[src/rtl/cam_i2c_pkg.sv]
// Shared types and constants for the camera-bus I2C target.
package cam_i2c_pkg;

    localparam int BYTE_W = 8;
    localparam int PTR_W  = 16;

    // Value of the R/W bit in the address byte
    localparam logic RW_WRITE = 1'b0;
    localparam logic RW_READ  = 1'b1;

    typedef enum logic [3:0] {
        ST_IDLE,
        ST_ADDR,
        ST_ADDR_ACK,
        ST_PTR_H,
        ST_PTR_H_ACK,
        ST_PTR_L,
        ST_PTR_L_ACK,
        ST_WDATA,
        ST_WDATA_ACK,
        ST_RDATA,
        ST_RD_MACK,
        ST_IGNORE
    } state_t;

    // Receive state that follows a write-path ACK state
    function automatic state_t after_write_ack(state_t s);
        case (s)
            ST_PTR_H_ACK: return ST_PTR_L;
            ST_PTR_L_ACK: return ST_WDATA;
            ST_WDATA_ACK: return ST_WDATA;
            default:      return ST_IDLE;
        endcase
    endfunction

endpackage

[src/rtl/cam_i2c_target_if.sv]
// Bus bundle between the I2C target and its environment: pad lines,
// register strobe port and busy flag.
interface cam_i2c_target_if;
    import cam_i2c_pkg::*;

    logic              scl_in;
    logic              sda_in;
    logic              sda_oe;
    logic              wr_stb;
    logic              rd_stb;
    logic [PTR_W-1:0]  reg_addr;
    logic [BYTE_W-1:0] wr_data;
    logic [BYTE_W-1:0] rd_data;
    logic              busy;

    // Target side (the DUT)
    modport slave (
        input  scl_in, sda_in, rd_data,
        output sda_oe, wr_stb, rd_stb, reg_addr, wr_data, busy
    );

    // Environment side: bus master plus register file
    modport master (
        output scl_in, sda_in, rd_data,
        input  sda_oe, wr_stb, rd_stb, reg_addr, wr_data, busy
    );

endinterface

[src/rtl/i2c_line_filter.sv]
// Input conditioning for one I2C line: 2-FF synchroniser, glitch filter
// that accepts a new level only after it held for FILTER_LEN clocks, and
// single-cycle rise/fall flags aligned with the filtered level change.
module i2c_line_filter #(
    parameter int FILTER_LEN = 3
) (
    input  logic clk,
    input  logic reset,
    input  logic line_i,
    output logic level_o,
    output logic rise_o,
    output logic fall_o
);

    localparam int CNT_W = $clog2(FILTER_LEN + 1);

    logic             sync1_q, sync2_q;
    logic             level_q, level_d;
    logic             rise_q, rise_d;
    logic             fall_q, fall_d;
    logic [CNT_W-1:0] cnt_q, cnt_d;

    // Count how long the synced level has disagreed with the accepted one
    always_comb begin
        level_d = level_q;
        cnt_d   = '0;
        rise_d  = 1'b0;
        fall_d  = 1'b0;
        if (sync2_q != level_q) begin
            if (cnt_q == CNT_W'(FILTER_LEN - 1)) begin
                level_d = sync2_q;
                rise_d  = sync2_q;
                fall_d  = ~sync2_q;
            end else begin
                cnt_d = cnt_q + CNT_W'(1);
            end
        end
    end

    // Synchroniser and filter state; idle bus level is high
    always_ff @(posedge clk or posedge reset) begin
        if (reset) begin
            sync1_q <= 1'b1;
            sync2_q <= 1'b1;
            level_q <= 1'b1;
            cnt_q   <= '0;
            rise_q  <= 1'b0;
            fall_q  <= 1'b0;
        end else begin
            sync1_q <= line_i;
            sync2_q <= sync1_q;
            level_q <= level_d;
            cnt_q   <= cnt_d;
            rise_q  <= rise_d;
            fall_q  <= fall_d;
        end
    end

    assign level_o = level_q;
    assign rise_o  = rise_q;
    assign fall_o  = fall_q;

endmodule

[src/rtl/cam_i2c_target.sv]
// I2C target standing in for the camera sensor: address match, 16-bit
// register pointer, write bursts with auto-increment, reads via repeated
// START, all through a single-cycle strobe register port.
module cam_i2c_target
    import cam_i2c_pkg::*;
#(
    parameter logic [6:0] DEV_ADDR   = 7'h10,
    parameter int         FILTER_LEN = 3
) (
    input  logic clk,
    input  logic reset,
    cam_i2c_target_if.slave bus
);

    logic scl_lvl, scl_rise, scl_fall;
    logic sda_lvl, sda_rise, sda_fall;

    i2c_line_filter #(.FILTER_LEN(FILTER_LEN)) u_scl_filt (
        .clk(clk), .reset(reset), .line_i(bus.scl_in),
        .level_o(scl_lvl), .rise_o(scl_rise), .fall_o(scl_fall)
    );

    i2c_line_filter #(.FILTER_LEN(FILTER_LEN)) u_sda_filt (
        .clk(clk), .reset(reset), .line_i(bus.sda_in),
        .level_o(sda_lvl), .rise_o(sda_rise), .fall_o(sda_fall)
    );

    state_t            state_q, state_d;
    logic [BYTE_W-1:0] shift_q, shift_d;
    logic [3:0]        bit_cnt_q, bit_cnt_d;
    logic [PTR_W-1:0]  ptr_q, ptr_d;
    logic              rw_q, rw_d;
    logic              sda_oe_q, sda_oe_d;
    logic              wr_stb_q, wr_stb_d;
    logic              rd_stb_q, rd_stb_d;
    logic              rd_pend_q, rd_pend_d;
    logic [PTR_W-1:0]  reg_addr_q, reg_addr_d;
    logic [BYTE_W-1:0] wr_data_q, wr_data_d;
    logic              busy_q, busy_d;

    logic              start_ev, stop_ev, last_bit;
    logic [BYTE_W-1:0] rx_byte;

    assign start_ev = scl_lvl & sda_fall;
    assign stop_ev  = scl_lvl & sda_rise;
    assign rx_byte  = {shift_q[BYTE_W-2:0], sda_lvl};
    assign last_bit = (bit_cnt_q == 4'd7);

    // Next-state logic: bus events first (STOP beats START beats data), then per-state work
    always_comb begin
        state_d    = state_q;
        shift_d    = shift_q;
        bit_cnt_d  = bit_cnt_q;
        ptr_d      = ptr_q;
        rw_d       = rw_q;
        sda_oe_d   = sda_oe_q;
        wr_stb_d   = 1'b0;
        rd_stb_d   = 1'b0;
        rd_pend_d  = rd_stb_q;
        reg_addr_d = reg_addr_q;
        wr_data_d  = wr_data_q;
        busy_d     = busy_q;

        // Read data arrives one clock after the request; it becomes the byte to shift out
        if (rd_pend_q) begin
            shift_d = bus.rd_data;
            ptr_d   = ptr_q + 16'd1;
        end

        if (stop_ev) begin
            state_d   = ST_IDLE;
            sda_oe_d  = 1'b0;
            busy_d    = 1'b0;
            bit_cnt_d = '0;
        end else if (start_ev) begin
            state_d   = ST_ADDR;
            sda_oe_d  = 1'b0;
            bit_cnt_d = '0;
        end else begin
            unique case (state_q)
                ST_IDLE, ST_IGNORE: begin
                end

                ST_ADDR: begin
                    if (scl_rise) begin
                        shift_d   = rx_byte;
                        bit_cnt_d = last_bit ? 4'd0 : bit_cnt_q + 4'd1;
                        if (last_bit) begin
                            if (rx_byte[7:1] == DEV_ADDR) begin
                                state_d = ST_ADDR_ACK;
                                rw_d    = rx_byte[0];
                                busy_d  = 1'b1;
                            end else begin
                                state_d = ST_IGNORE;
                            end
                        end
                    end
                end

                ST_ADDR_ACK: begin
                    // A read fetches its first byte on the ACK clock itself
                    if (scl_rise && sda_oe_q && rw_q == RW_READ) begin
                        rd_stb_d   = 1'b1;
                        reg_addr_d = ptr_q;
                    end
                    if (scl_fall) begin
                        if (!sda_oe_q) begin
                            sda_oe_d = 1'b1;
                        end else if (rw_q == RW_READ) begin
                            state_d   = ST_RDATA;
                            sda_oe_d  = ~shift_q[7];
                            bit_cnt_d = '0;
                        end else begin
                            state_d  = ST_PTR_H;
                            sda_oe_d = 1'b0;
                        end
                    end
                end

                ST_PTR_H, ST_PTR_L, ST_WDATA: begin
                    if (scl_rise) begin
                        shift_d   = rx_byte;
                        bit_cnt_d = last_bit ? 4'd0 : bit_cnt_q + 4'd1;
                        if (last_bit) begin
                            if (state_q == ST_PTR_H) begin
                                ptr_d[15:8] = rx_byte;
                                state_d     = ST_PTR_H_ACK;
                            end else if (state_q == ST_PTR_L) begin
                                ptr_d[7:0] = rx_byte;
                                state_d    = ST_PTR_L_ACK;
                            end else begin
                                wr_stb_d   = 1'b1;
                                reg_addr_d = ptr_q;
                                wr_data_d  = rx_byte;
                                ptr_d      = ptr_q + 16'd1;
                                state_d    = ST_WDATA_ACK;
                            end
                        end
                    end
                end

                ST_PTR_H_ACK, ST_PTR_L_ACK, ST_WDATA_ACK: begin
                    if (scl_fall) begin
                        if (!sda_oe_q) begin
                            sda_oe_d = 1'b1;
                        end else begin
                            sda_oe_d = 1'b0;
                            state_d  = after_write_ack(state_q);
                        end
                    end
                end

                ST_RDATA: begin
                    if (scl_rise && bit_cnt_q != 4'd8) begin
                        bit_cnt_d = bit_cnt_q + 4'd1;
                    end
                    if (scl_fall) begin
                        if (bit_cnt_q == 4'd8) begin
                            sda_oe_d  = 1'b0;
                            state_d   = ST_RD_MACK;
                            bit_cnt_d = '0;
                        end else begin
                            sda_oe_d = ~shift_q[~bit_cnt_q[2:0]];
                        end
                    end
                end

                ST_RD_MACK: begin
                    if (scl_rise) begin
                        if (sda_lvl) begin
                            state_d = ST_IGNORE;
                        end else begin
                            rd_stb_d   = 1'b1;
                            reg_addr_d = ptr_q;
                        end
                    end
                    // Only reached when the master ACKed: a NACK left on the rise
                    if (scl_fall) begin
                        state_d   = ST_RDATA;
                        sda_oe_d  = ~shift_q[7];
                        bit_cnt_d = '0;
                    end
                end

                default: state_d = ST_IDLE;
            endcase
        end
    end

    // State and output registers; reset releases SDA immediately
    always_ff @(posedge clk or posedge reset) begin
        if (reset) begin
            state_q    <= ST_IDLE;
            shift_q    <= '0;
            bit_cnt_q  <= '0;
            ptr_q      <= '0;
            rw_q       <= RW_WRITE;
            sda_oe_q   <= 1'b0;
            wr_stb_q   <= 1'b0;
            rd_stb_q   <= 1'b0;
            rd_pend_q  <= 1'b0;
            reg_addr_q <= '0;
            wr_data_q  <= '0;
            busy_q     <= 1'b0;
        end else begin
            state_q    <= state_d;
            shift_q    <= shift_d;
            bit_cnt_q  <= bit_cnt_d;
            ptr_q      <= ptr_d;
            rw_q       <= rw_d;
            sda_oe_q   <= sda_oe_d;
            wr_stb_q   <= wr_stb_d;
            rd_stb_q   <= rd_stb_d;
            rd_pend_q  <= rd_pend_d;
            reg_addr_q <= reg_addr_d;
            wr_data_q  <= wr_data_d;
            busy_q     <= busy_d;
        end
    end

    assign bus.sda_oe   = sda_oe_q;
    assign bus.wr_stb   = wr_stb_q;
    assign bus.rd_stb   = rd_stb_q;
    assign bus.reg_addr = reg_addr_q;
    assign bus.wr_data  = wr_data_q;
    assign bus.busy     = busy_q;

endmodule
[src/flat_wrapper.sv]
// flat-port wrapper written by rule: the top's interface ports become plain ports
module cam_i2c_target_flat import cam_i2c_pkg::*;
#(
    parameter logic [6:0] DEV_ADDR   = 7'h10,
    parameter int         FILTER_LEN = 3
)
  (clk, reset, bus_scl_in, bus_sda_in, bus_rd_data, bus_sda_oe, bus_wr_stb, bus_rd_stb, bus_reg_addr, bus_wr_data, bus_busy);
  cam_i2c_target_if bus_i ();
  input  logic clk;
  input  logic reset;
  input wire logic [$bits(bus_i.scl_in)-1:0] bus_scl_in;
  input wire logic [$bits(bus_i.sda_in)-1:0] bus_sda_in;
  input wire logic [$bits(bus_i.rd_data)-1:0] bus_rd_data;
  output wire logic [$bits(bus_i.sda_oe)-1:0] bus_sda_oe;
  output wire logic [$bits(bus_i.wr_stb)-1:0] bus_wr_stb;
  output wire logic [$bits(bus_i.rd_stb)-1:0] bus_rd_stb;
  output wire logic [$bits(bus_i.reg_addr)-1:0] bus_reg_addr;
  output wire logic [$bits(bus_i.wr_data)-1:0] bus_wr_data;
  output wire logic [$bits(bus_i.busy)-1:0] bus_busy;
  assign bus_i.scl_in = bus_scl_in;
  assign bus_i.sda_in = bus_sda_in;
  assign bus_i.rd_data = bus_rd_data;
  assign bus_sda_oe = bus_i.sda_oe;
  assign bus_wr_stb = bus_i.wr_stb;
  assign bus_rd_stb = bus_i.rd_stb;
  assign bus_reg_addr = bus_i.reg_addr;
  assign bus_wr_data = bus_i.wr_data;
  assign bus_busy = bus_i.busy;
  cam_i2c_target #(.DEV_ADDR(DEV_ADDR), .FILTER_LEN(FILTER_LEN)) u_core (.clk(clk), .reset(reset), .bus(bus_i));
endmodule
[config.mk]
export PLATFORM = sky130hd
export DESIGN_NAME = cam_i2c_target_flat
export DESIGN_NICKNAME = d
export VERILOG_FILES = /design/src/rtl/cam_i2c_pkg.sv /design/src/rtl/cam_i2c_target_if.sv /design/src/rtl/i2c_line_filter.sv /design/src/rtl/cam_i2c_target.sv /design/src/flat_wrapper.sv
export SDC_FILE = /design/constraint.sdc
export NUM_CORES = 1
export LEC_CHECK = 0
export ABC_AREA = 1
export BUFFER_PORTS_ARGS = -buffer_cell sky130_fd_sc_hd__buf_4
export CELL_PAD_IN_SITES_DETAIL_PLACEMENT = 1
export CELL_PAD_IN_SITES_GLOBAL_PLACEMENT = 1
export CORE_MARGIN = 1.5
export CORE_UTILIZATION = 43
export CTS_BUF_LIST = sky130_fd_sc_hd__clkbuf_16
export CTS_CLUSTER_DIAMETER = 30
export DETAILED_ROUTE_END_ITERATION = 16
export HOLD_SLACK_MARGIN = 0.12
export PLACE_DENSITY = 0.82
export SYNTH_ARGS = -nofsm -noshare
export SYNTH_HDL_FRONTEND = slang
export SYNTH_SLANG_ARGS = --single-unit
[constraint.sdc]
create_clock -name clk -period 2.51 [get_ports clk]
set_clock_uncertainty 0.2 [all_clocks]
set_input_delay 0 -clock clk [delete_from_list [all_inputs] [get_ports clk]]
set_output_delay 0 -clock clk [all_outputs]
set_load 0.05 [all_outputs]
==> run summary <==
Post-Place Cells: 773
Antenna violations before repair: 0
Top-area cell type share of the netlist area: 40.5%
Area grow syn2layout: 21.5%
Slew headroom: 61.6%
Gr usage total: 28.3%
Final setup fails: 0
HPWL after DPL: 9810 um
Crit path from: u_core.bit_cnt_q[0]
Flops & latches, synth: 76
Final GP Congestion: 0.934
Status: finished, final reports clean
Htree depth: 3
Initial DRC Count: 170
ANT nets after route: 0
Synth top cells by count: 206 x nand2_1, 70 x dfrtp_1, 67 x nand3_1, 55 x o21ai_0, 51 x inv_1
Cells after synthesis: 605
Peak supply drop: 0.354 mV
Clock root buffer: clkbuf_16
Vias in the first global route: 4637
Net Sw Frac: 33.2%
Area leader, netlist: dfrtp_1
Worst-margin pin slew: 0.574 ns
P_sw: 1.21 mW
Layout Nets: 679
Avg WL per Cell: 17.3 um
WP data arrival: 2.33 ns
Critical Path Fanout Max: 8
Reg clk slew, reported paths: 0.07 ns
Via density: 5.52
CTS buffer count: 9
Core Box Area: 9770 sq um
Global-route wire length before repair: 22900 um
Register area share after synthesis: 44.1%
Netlist Area Pre-Place: 4330 sq um
Ys flop type: dfrtp_1
CP required: 2.54 ns
Final cycle utilization of the critical path: 91.5%
EDFF count, synth: 0
Reg power frac: 39.3%
Fraction of layout cells with a size suffix above 1: 13.6%
Starting Density: 44.3%
Slowest cell on the critical path: dfrtp_1
Post-place setup slack: 0.280 ns
Logic gate share of total power: 20.6%
Fin Setup TNS: 0 ns
Later-pin clock latency in the skew report: 0.35 ns
Ys async rst share: 100%
Clock network fraction of total power: 40.1%
Deepest clock path buffer count: 2
Full die area: 10700 sq um
# Post-CTS Setup Buffers: 0
Max-slew violations: 0
Minimum clock period: 2.30 ns
Main area contributors after synthesis: dfrtp_1 40%, nand2_1 18%, nand3_1 7.7%
Die height: 103 um
Lkg Pwr: 2.72 nW
Worst setup margin: 0.212 ns
Most frequent CP cell: nand2_1
I/O pin count: 40
Routed WL: 13900 um
# DRC: 0
Start of the worst register-to-register path: u_core.bit_cnt_q[0]
CP Launch Type: flip-flop
PwrDens: 694 nW/um^2
Avg Inst Size Synth: 7.15 sq um
Max Clock Freq: 0.435 GHz
Diode count: 0
Grt total ovfl: 0
Max-cap violations: 0
RSZ-0062 raised after global routing: false
CTS tree: yes
Synth warn: 0
Via count: 4429
Clk sinks: 76
Kind of critical path: reg -> reg
Largest net degree at the start of global routing: 77
Most frequent cell after synthesis: nand2_1
Die X-Extent: 103 um
Hold WC Path Type: in -> async
Yosys cell types: 37
Crit path cell chain: ha_1, nand4_2, nor2_1, nand2_1, inv_2, nand2_1, o211ai_1, nand2_1
Port Buffers: 39
Internal: 2.44 mW
Num rows: 36
Syn nets: 620
Final Hold Vio Count: 0
Fin cells: 802
DRT Pass-1 Iters: 4
CP Capture Type: flip-flop
Max incr delay on CP: 0.44 ns
cell type report:
type                       count  area [sq um]
multi-input combinational    455          2120
inverter                      60           225
clock buffer                   9           225
tap                          133           166
timing repair buffer          62           510
clock inverter                 7          97.6
fill                        1282          4520
sequential                    76          1910
routing by layer:
metal | wire length (um) | track usage (%) | share of wire, % | up-vias
met4 | 496 | 13.5 | 3.6 | 0
met1 | 5690 | 32.4 | 41 | 2185
met3 | 594 | 4.50 | 4.3 | 39
met2 | 7130 | 51.5 | 51 | 111
met5 | 0 | 0 | 0 | -
li1 | - | - | - | 2094
power by group through the flow:
stage	Sequential, mW	Combinational [mW]	Clock, mW
5_1_grt	1.44	0.849	1.52
3_5_place_dp	1.45	0.724	0
2_1_floorplan	1.41	0.536	0
4_1_cts	1.43	0.747	1.47
3_3_place_gp	1.45	0.688	0
6_report	1.43	0.750	1.46
stage by stage:
stage / utilization [%] / cell area [sq um] / power (mW) / hold WS [ns]
after floorplan: - / 4330 / 1.94 / -0.196
after global placement: 49.2 / 4800 / 2.14 / -0.0912
after detailed placement: 49.2 / 4800 / 2.18 / -0.0888
after CTS: 53.8 / 5260 / 3.65 / 0.124
after global routing: 53.8 / 5260 / 3.81 / 0.159
final: 53.8 / 5260 / 3.65 / 0.116
timing repair:
action / 4_1_cts / 5_1_grt
hold buffers: 13 / 0
setup endpoints to repair: 0 / 1
gates resized for setup: 0 / 1
hold endpoints to repair: 86 / 0
worst max-delay path, delay by kind of cell (launching register included):
| family | cells | cell delay, ns |
|---|---|---|
| and+or+nand+nor | 5 | 0.99 |
| adders and majority gates | 1 | 0.24 |
| DFF | 1 | 0.44 |
| AOI/OAI and AO/OA | 1 | 0.15 |
| buffers and inverters | 1 | 0.18 |
cell usage in the layout, fill, tap and decap left out, drive strengths merged, types with 9 or more instances in the layout:
cell type and instances:
o211ai 10, a21oi 14, nor2 49, dfrtp 70, o21ai 61, inv 60, nand4 10, buf 49
nand2 211, dlygate4sd3 13, nor3 10, nand3 67, clkbuf 9
sequential cells by signal, summed over array words and instances (netlist names), 2 cells and up:
register                 cells
u_core.u_scl_filt.cnt_q      2
u_core.u_sda_filt.cnt_q      2
u_core.bit_cnt_q             4
u_core.shift_q               8
u_core.bus.reg_addr         16
u_core.state_q               4
u_core.ptr_q                16
u_core.bus.wr_data           8
cell families (layout without fill, tap and decap cells):
kind of cell / after synthesis / after routing / synth area share, %
buffers and inverters: 74 / 138 / 6.82
multiplexers: 1 / 1 / 0.231
adder cells (fa/ha/maj): 3 / 3 / 0.867
XOR/XNOR: 8 / 8 / 1.62
AO/OA/AOI/OAI: 91 / 91 / 11.8
AND/OR/NAND/NOR: 352 / 352 / 34.5
flip-flops: 76 / 76 / 44.1
path summary, 6_finish.rpt:
check	cells past startpoint	slack (ns)	to
worst min register to register	0	0.15	u_core.u_scl_filt.sync2_q
max in group asynchronous	4	1.65	u_core.u_scl_filt.sync1_q
worst max-delay path	8	0.21	u_core.ptr_q[12]
worst min-delay path	4	0.12	u_core.bus.reg_addr[2]
min in group clk	0	0.15	u_core.u_scl_filt.sync2_q
worst max register to register	8	0.21	u_core.ptr_q[12]
Note: power is estimated with default switching activity, not from simulation.
